## src/rtl/regfile_debug_ctrl.sv

```systemverilog
// Debug controller between a core and its register file: halts the core at
// instruction boundaries, single-steps it, and serves debug register reads/writes.
//
// state  | meaning
// RUN    | core runs freely, signals pass through
// DRAIN  | halt requested, waiting for the current instruction to finish
// HALTED | core stalled, debug port ready
// ACCESS | one-cycle debug register access
// STEP   | core runs until one instruction completes, then halts again
module regfile_debug_ctrl #(
    parameter int DataWidth   = 16,
    parameter int NumRegs     = 8,
    parameter int IndexWidth  = $clog2(NumRegs),
    parameter bit HaltOnReset = 1'b0
) (
    input  logic                  clk,
    input  logic                  rst,
    input  logic                  core_we,
    input  logic                  core_count_en,
    input  logic [IndexWidth-1:0] core_waddr,
    input  logic [IndexWidth-1:0] core_raddr1,
    input  logic [IndexWidth-1:0] core_raddr2,
    input  logic [DataWidth-1:0]  core_wdata,
    input  logic                  core_instr_done,
    output logic                  core_stall,
    output logic                  rf_we,
    output logic                  rf_count_en,
    output logic [IndexWidth-1:0] rf_waddr,
    output logic [IndexWidth-1:0] rf_raddr1,
    output logic [IndexWidth-1:0] rf_raddr2,
    output logic [DataWidth-1:0]  rf_wdata,
    input  logic [DataWidth-1:0]  rf_rdata1,
    input  logic                  dbg_halt_req,
    input  logic                  dbg_resume,
    input  logic                  dbg_step,
    input  logic                  dbg_valid,
    output logic                  dbg_ready,
    input  logic                  dbg_write,
    input  logic [IndexWidth-1:0] dbg_addr,
    input  logic [DataWidth-1:0]  dbg_wdata,
    output logic [DataWidth-1:0]  dbg_rdata,
    output logic                  dbg_rvalid,
    output logic                  halted
);

    typedef enum logic [2:0] {
        S_RUN,
        S_DRAIN,
        S_HALTED,
        S_ACCESS,
        S_STEP
    } state_t;

    state_t                state, state_nxt;
    logic                  cap_write;
    logic [IndexWidth-1:0] cap_addr;
    logic [DataWidth-1:0]  cap_wdata;
    logic                  accept;

    assign accept = (state == S_HALTED) && dbg_valid;

    always_ff @(posedge clk or posedge rst) begin
        if (rst) begin
            if (HaltOnReset) state <= S_HALTED;
            else             state <= S_RUN;
        end else begin
            state <= state_nxt;
        end
    end

    always_ff @(posedge clk or posedge rst) begin
        if (rst) begin
            cap_write  <= 1'b0;
            cap_addr   <= '0;
            cap_wdata  <= '0;
            dbg_rdata  <= '0;
            dbg_rvalid <= 1'b0;
        end else begin
            if (accept) begin
                cap_write <= dbg_write;
                cap_addr  <= dbg_addr;
                cap_wdata <= dbg_wdata;
            end
            // ACCESS always lasts one cycle, so this edge is the one leaving it
            dbg_rvalid <= (state == S_ACCESS) && !cap_write;
            if ((state == S_ACCESS) && !cap_write) dbg_rdata <= rf_rdata1;
        end
    end

    always_comb begin
        state_nxt   = state;
        core_stall  = 1'b0;
        halted      = 1'b0;
        dbg_ready   = 1'b0;
        rf_we       = core_we;
        rf_count_en = core_count_en;
        rf_waddr    = core_waddr;
        rf_wdata    = core_wdata;
        rf_raddr1   = core_raddr1;
        rf_raddr2   = core_raddr2;
        case (state)
            S_RUN: begin
                if (dbg_halt_req) state_nxt = S_DRAIN;
            end
            S_DRAIN: begin
                if (core_instr_done) state_nxt = S_HALTED;
            end
            S_STEP: begin
                if (core_instr_done) state_nxt = S_HALTED;
            end
            S_HALTED: begin
                core_stall  = 1'b1;
                halted      = 1'b1;
                dbg_ready   = 1'b1;
                rf_we       = 1'b0;
                rf_count_en = 1'b0;
                if (dbg_valid)       state_nxt = S_ACCESS;
                else if (dbg_step)   state_nxt = S_STEP;
                else if (dbg_resume) state_nxt = S_RUN;
            end
            S_ACCESS: begin
                core_stall  = 1'b1;
                halted      = 1'b1;
                rf_we       = cap_write;
                rf_count_en = 1'b0;
                rf_waddr    = cap_addr;
                rf_wdata    = cap_wdata;
                rf_raddr1   = cap_addr;
                state_nxt   = S_HALTED;
            end
            default: begin
                state_nxt = S_HALTED;
            end
        endcase
    end

endmodule

```

## config.mk

```make
export PLATFORM = sky130hd
export DESIGN_NAME = regfile_debug_ctrl
export DESIGN_NICKNAME = d
export VERILOG_FILES = /design/src/rtl/regfile_debug_ctrl.sv
export SDC_FILE = /design/constraint.sdc
export NUM_CORES = 1
export LEC_CHECK = 0
export CORE_MARGIN = 2
export CORE_UTILIZATION = 37
export CTS_CLUSTER_SIZE = 25
export DETAILED_ROUTE_END_ITERATION = 10
export PLACE_DENSITY = 0.79
export SLEW_MARGIN = 15
export SYNTH_ARGS = -nofsm -noshare
export SYNTH_HDL_FRONTEND = slang
export SYNTH_SLANG_ARGS = --single-unit
```

## constraint.sdc

```tcl
create_clock -name clk -period 2.2 [get_ports clk]
set_input_delay 0.55 -clock clk [delete_from_list [all_inputs] [get_ports clk]]
set_output_delay 0.55 -clock clk [all_outputs]
set_load 0.01 [all_outputs]
```

==> results list <==
- Of all flip-flops after synthesis, the portion carrying an async set or reset was 100%.
- Standard-cell row count: 26
* Part of the cycle the worst path needs: 96.6%
- Fmax: 470 MHz
- For this run, global-route usage on met3 was measured as 6.64%.
- Cell type group with the largest total delay on the critical path: buffers and inverters
- In this run the power density over the cells is 1220 nW/um^2.
- Number of ports placed on the die boundary: 117
* Latest clock arrival within the worst-skew pair: 290 ps
* Type of the worst setup path: reg -> out
- Worst Path Max Fanout: 11
* Total standard cell area after synthesis: 1940 um^2
- Share of Yosys cell area claimed by the top area cell type: 51.5%
- Most used standard cell by instance count after synthesis: mux2_2
* Classification of the worst-slack hold path: reg -> reg
- The number of nets handed over by synthesis was 201.
- The first detailed-routing pass took 2 iterations.
- The commonest cells after synthesis are mux2_2 (47), dfrtp_1 (40), mux2_4 (9).
* Number of vias per cell: 4.59
* Slew at the pin closest to its max-slew limit: 512 ps
* Sum of internal, switching and leakage power: 3.88 mW
- Crit path capture type: primary output
* CTS clk-pin slew, worst paths: 80 ps
- Number of distinct standard cells referenced by the synthesized netlist: 24
- Layer with the highest usage after global routing: met2
- RSZ-0062 raised after global routing: no
- Status: complete, no violations
* List of cells traversed by the critical path: nand3b_1, buf_6, buf_16, mux2_2, buf_2
- The number of global-route vias before repair is 1534.
- Depth of the CTS H-tree: 2
- The Yosys step of the flow raised 0 warnings.
- In this run the static leakage power is 1.41 nW.
* Buffers & Inverters on Critical Path: 3
- Pins Over Slew Limit: 0
- Start point of the worst hold path: cap_wdata[9]
* Fin crit period: 2130 ps
- The floorplan step defined a die boundary enclosing 5850 um^2.
* Multi-input gate area: 830 um^2
- Net count reported at finish: 316
- In this run the tightest slew margin relative to its limit is 65.9%.
- Global-route wire length before repair: 7800 um
- Measured along the y axis, the die boundary spans 76.5 um.
* Iteration-0 DRC Markers: 51
- The hold violation count in the final report is 0.
- Reported max-cap violation count: 0
- Final count of negative-setup-slack endpoints: 0
- The largest single stage delay on the critical path is 380 ps.
* Initial Utilization: 38.3%
- Routed length per placed instance: 15.0 um
- Number of fillers in the final layout: 423
- The share of the Yosys chip area taken by registers is 51.5%.
- The clock passes through at most 2 buffers.
- For this design, the sink count on the clock tree is 40.
- Share of post-route cells with drive strength above 1: 39.7%
- In the post-synthesis netlist, the biggest area contributors are dfrtp_1 (52%), mux2_2 (27%), mux2_4 (7.0%).
* Number of instances in the synthesized netlist: 131
* Cell type of the slowest stage on the worst timing path: dfrtp_1
- The routed design has 4770 um of wire.
- Core region area: 5070 um^2
* Global Route met1 Usage: 22.6%
- Worst EP arrival: 1580 ps
- Measured along the x axis, the die boundary spans 76.5 um.
- The most used flip-flop cell after synthesis is dfrtp_1.
* Maximum clock skew at final layout: 7.10 ps
- Clock tree synthesis selected as its root buffer the cell clkbuf_8.
- TritonCTS built the clock tree.
- Antenna violations before repair: 0
- The repair_antennas step left the layout with diodes totalling 0.
* Number of port buffers: 110
- Maximum number of pins on one net before global-route repair: 41
* Area growth from synthesis to layout: 63.7%
- The worst setup path is launched from a flop.
- In this run, post-CTS hold repair placed 0 buffers.
- Including well taps, the total number of placed cells is 307.
- Adding up every negative setup slack in the final design gives 0 ps.
* TritonCTS Buffers: 5
- In this run the worst setup path begins at state[2].
- Cell taking the most area after synthesis: dfrtp_1
- Req. time, crit path: 1650 ps
* Routability cong.: 0.720
- VDD sags by at most 652 uV.
* Footprint of the flip-flops and latches: 1000 um^2
- Global routing consumed, on the met2 layer, 26.3% of the routing resources.
- A synthesized cell averages 14.8 um^2.
* Reg2Reg Launch Point: state[2]
- Antenna violation net count after detailed routing: 0
- Flop and latch count out of synthesis: 40
- The count of cells in the finished layout, fillers not included, comes to 317.
* DP Wirelength: 3480 um
- Vias after detailed routing: 1454
- Remaining DRCs: 0
* Global router's overall resource usage: 17.0%
- After global routing the overflow that remains totals 0.
* Number of enable flip-flop cells after synthesis: 0
## per-stage QoR
stage	hold WS (ps)	area, um^2	util, %	setup WS, ps
after global routing	523	3180	62.7	2.98
after global placement	469	3100	61.2	-55.0
final	497	3180	62.7	74.3
after CTS	501	3200	63.1	0.111
after floorplan	454	1940	-	441
after detailed placement	483	3100	61.2	-64.0
## power breakdown
part / switching (mW) / total (mW) / internal, mW / leakage, nW
combinational: 0.719 / 1.99 / 1.27 / 0.879
clock: 0.254 / 0.590 / 0.336 / 0.0541
sequential: 0.194 / 1.30 / 1.11 / 0.478
total: 1.17 / 3.88 / 2.71 / 1.41
## layout make-up
cell class / count / area share [%]
multi-input combinational: 77 / 26.1
timing repair buffer: 119 / 35.9
sequential: 40 / 31.5
inverter: 3 / 0.354
tap: 70 / 2.75
clock buffer: 5 / 2.16
clock inverter: 3 / 1.34
## state kept, by name, summed over array words and instances, names as in the netlist
register and cells:
cap_wdata 16, dbg_rdata 16, cap_addr 3, state 3, cap_write 1, dbg_rvalid 1
## worst register-to-register path, cell delays in order (launching register included)
cell and delay (ps):
dfrtp_1 380, buf_4 160, and4bb_1 250, buf_4 270, mux2_2 380
## what timing repair did
| item | in CTS | in global routing |
|---|---|---|
| setup buffers | 2 | 0 |
| gates cloned | 1 | 0 |
| endpoints found under the setup margin | 24 | 14 |
| resized for setup | 82 | 21 |
## cell families after synthesis
logic type | Yosys count | share of synthesized area, %
adders and majority gates | 1 | 0.515
DFF | 40 | 51.5
AOI/OAI and AO/OA | 3 | 1.16
and+or+nand+nor | 14 | 4.96
buffers and inverters | 14 | 5.99
muxes | 59 | 35.9
## final timing paths
kind	endpoint	slack [ps]	cells past startpoint
max	rf_waddr[0]	70	5
min	cap_wdata[9]	500	1
max reg2reg	dbg_rdata[9]	670	4
min reg2reg	cap_wdata[9]	500	1
max in group asynchronous	cap_addr[1]	1150	3
min in group asynchronous	dbg_rdata[15]	690	3
## metal layers
layer | share of wire [%] | vias up
met3 | 9.4 | 7
met1 | 46 | 674
met4 | 0.82 | 0
met2 | 43 | 81
met5 | 0 | -
li1 | - | 692
## cells in the final DEF (no fill, tap or decap)
cell type / synthesis / routed
buf_12: 1 / 1
or3b_2: 1 / 1
mux2_2: 47 / 46
clkinvlp_4: 0 / 1
nand3b_1: 1 / 1
or4bb_1: 1 / 1
a21oi_1: 1 / 1
buf_2: 2 / 16
or2_2: 1 / 1
buf_4: 4 / 5
mux2i_1: 1 / 1
buf_6: 4 / 8
nand2b_1: 1 / 1
maj3_1: 1 / 1
mux2_4: 9 / 10
inv_1: 3 / 3
nand2_1: 2 / 2
mux2_1: 2 / 2
and2_1: 1 / 1
and4bb_1: 2 / 2
or3_1: 1 / 1
bufinv_16: 0 / 1
nor2_1: 3 / 3
buf_16: 0 / 1
a31o_2: 1 / 1
o22a_1: 1 / 1
clkinv_2: 0 / 1
dlygate4sd2_1: 0 / 2
clkbuf_8: 0 / 5
dfrtp_1: 40 / 40
dlymetal6s2s_1: 0 / 3
clkdlybuf4s50_1: 0 / 83
Note: power is estimated with default switching activity, not from simulation.
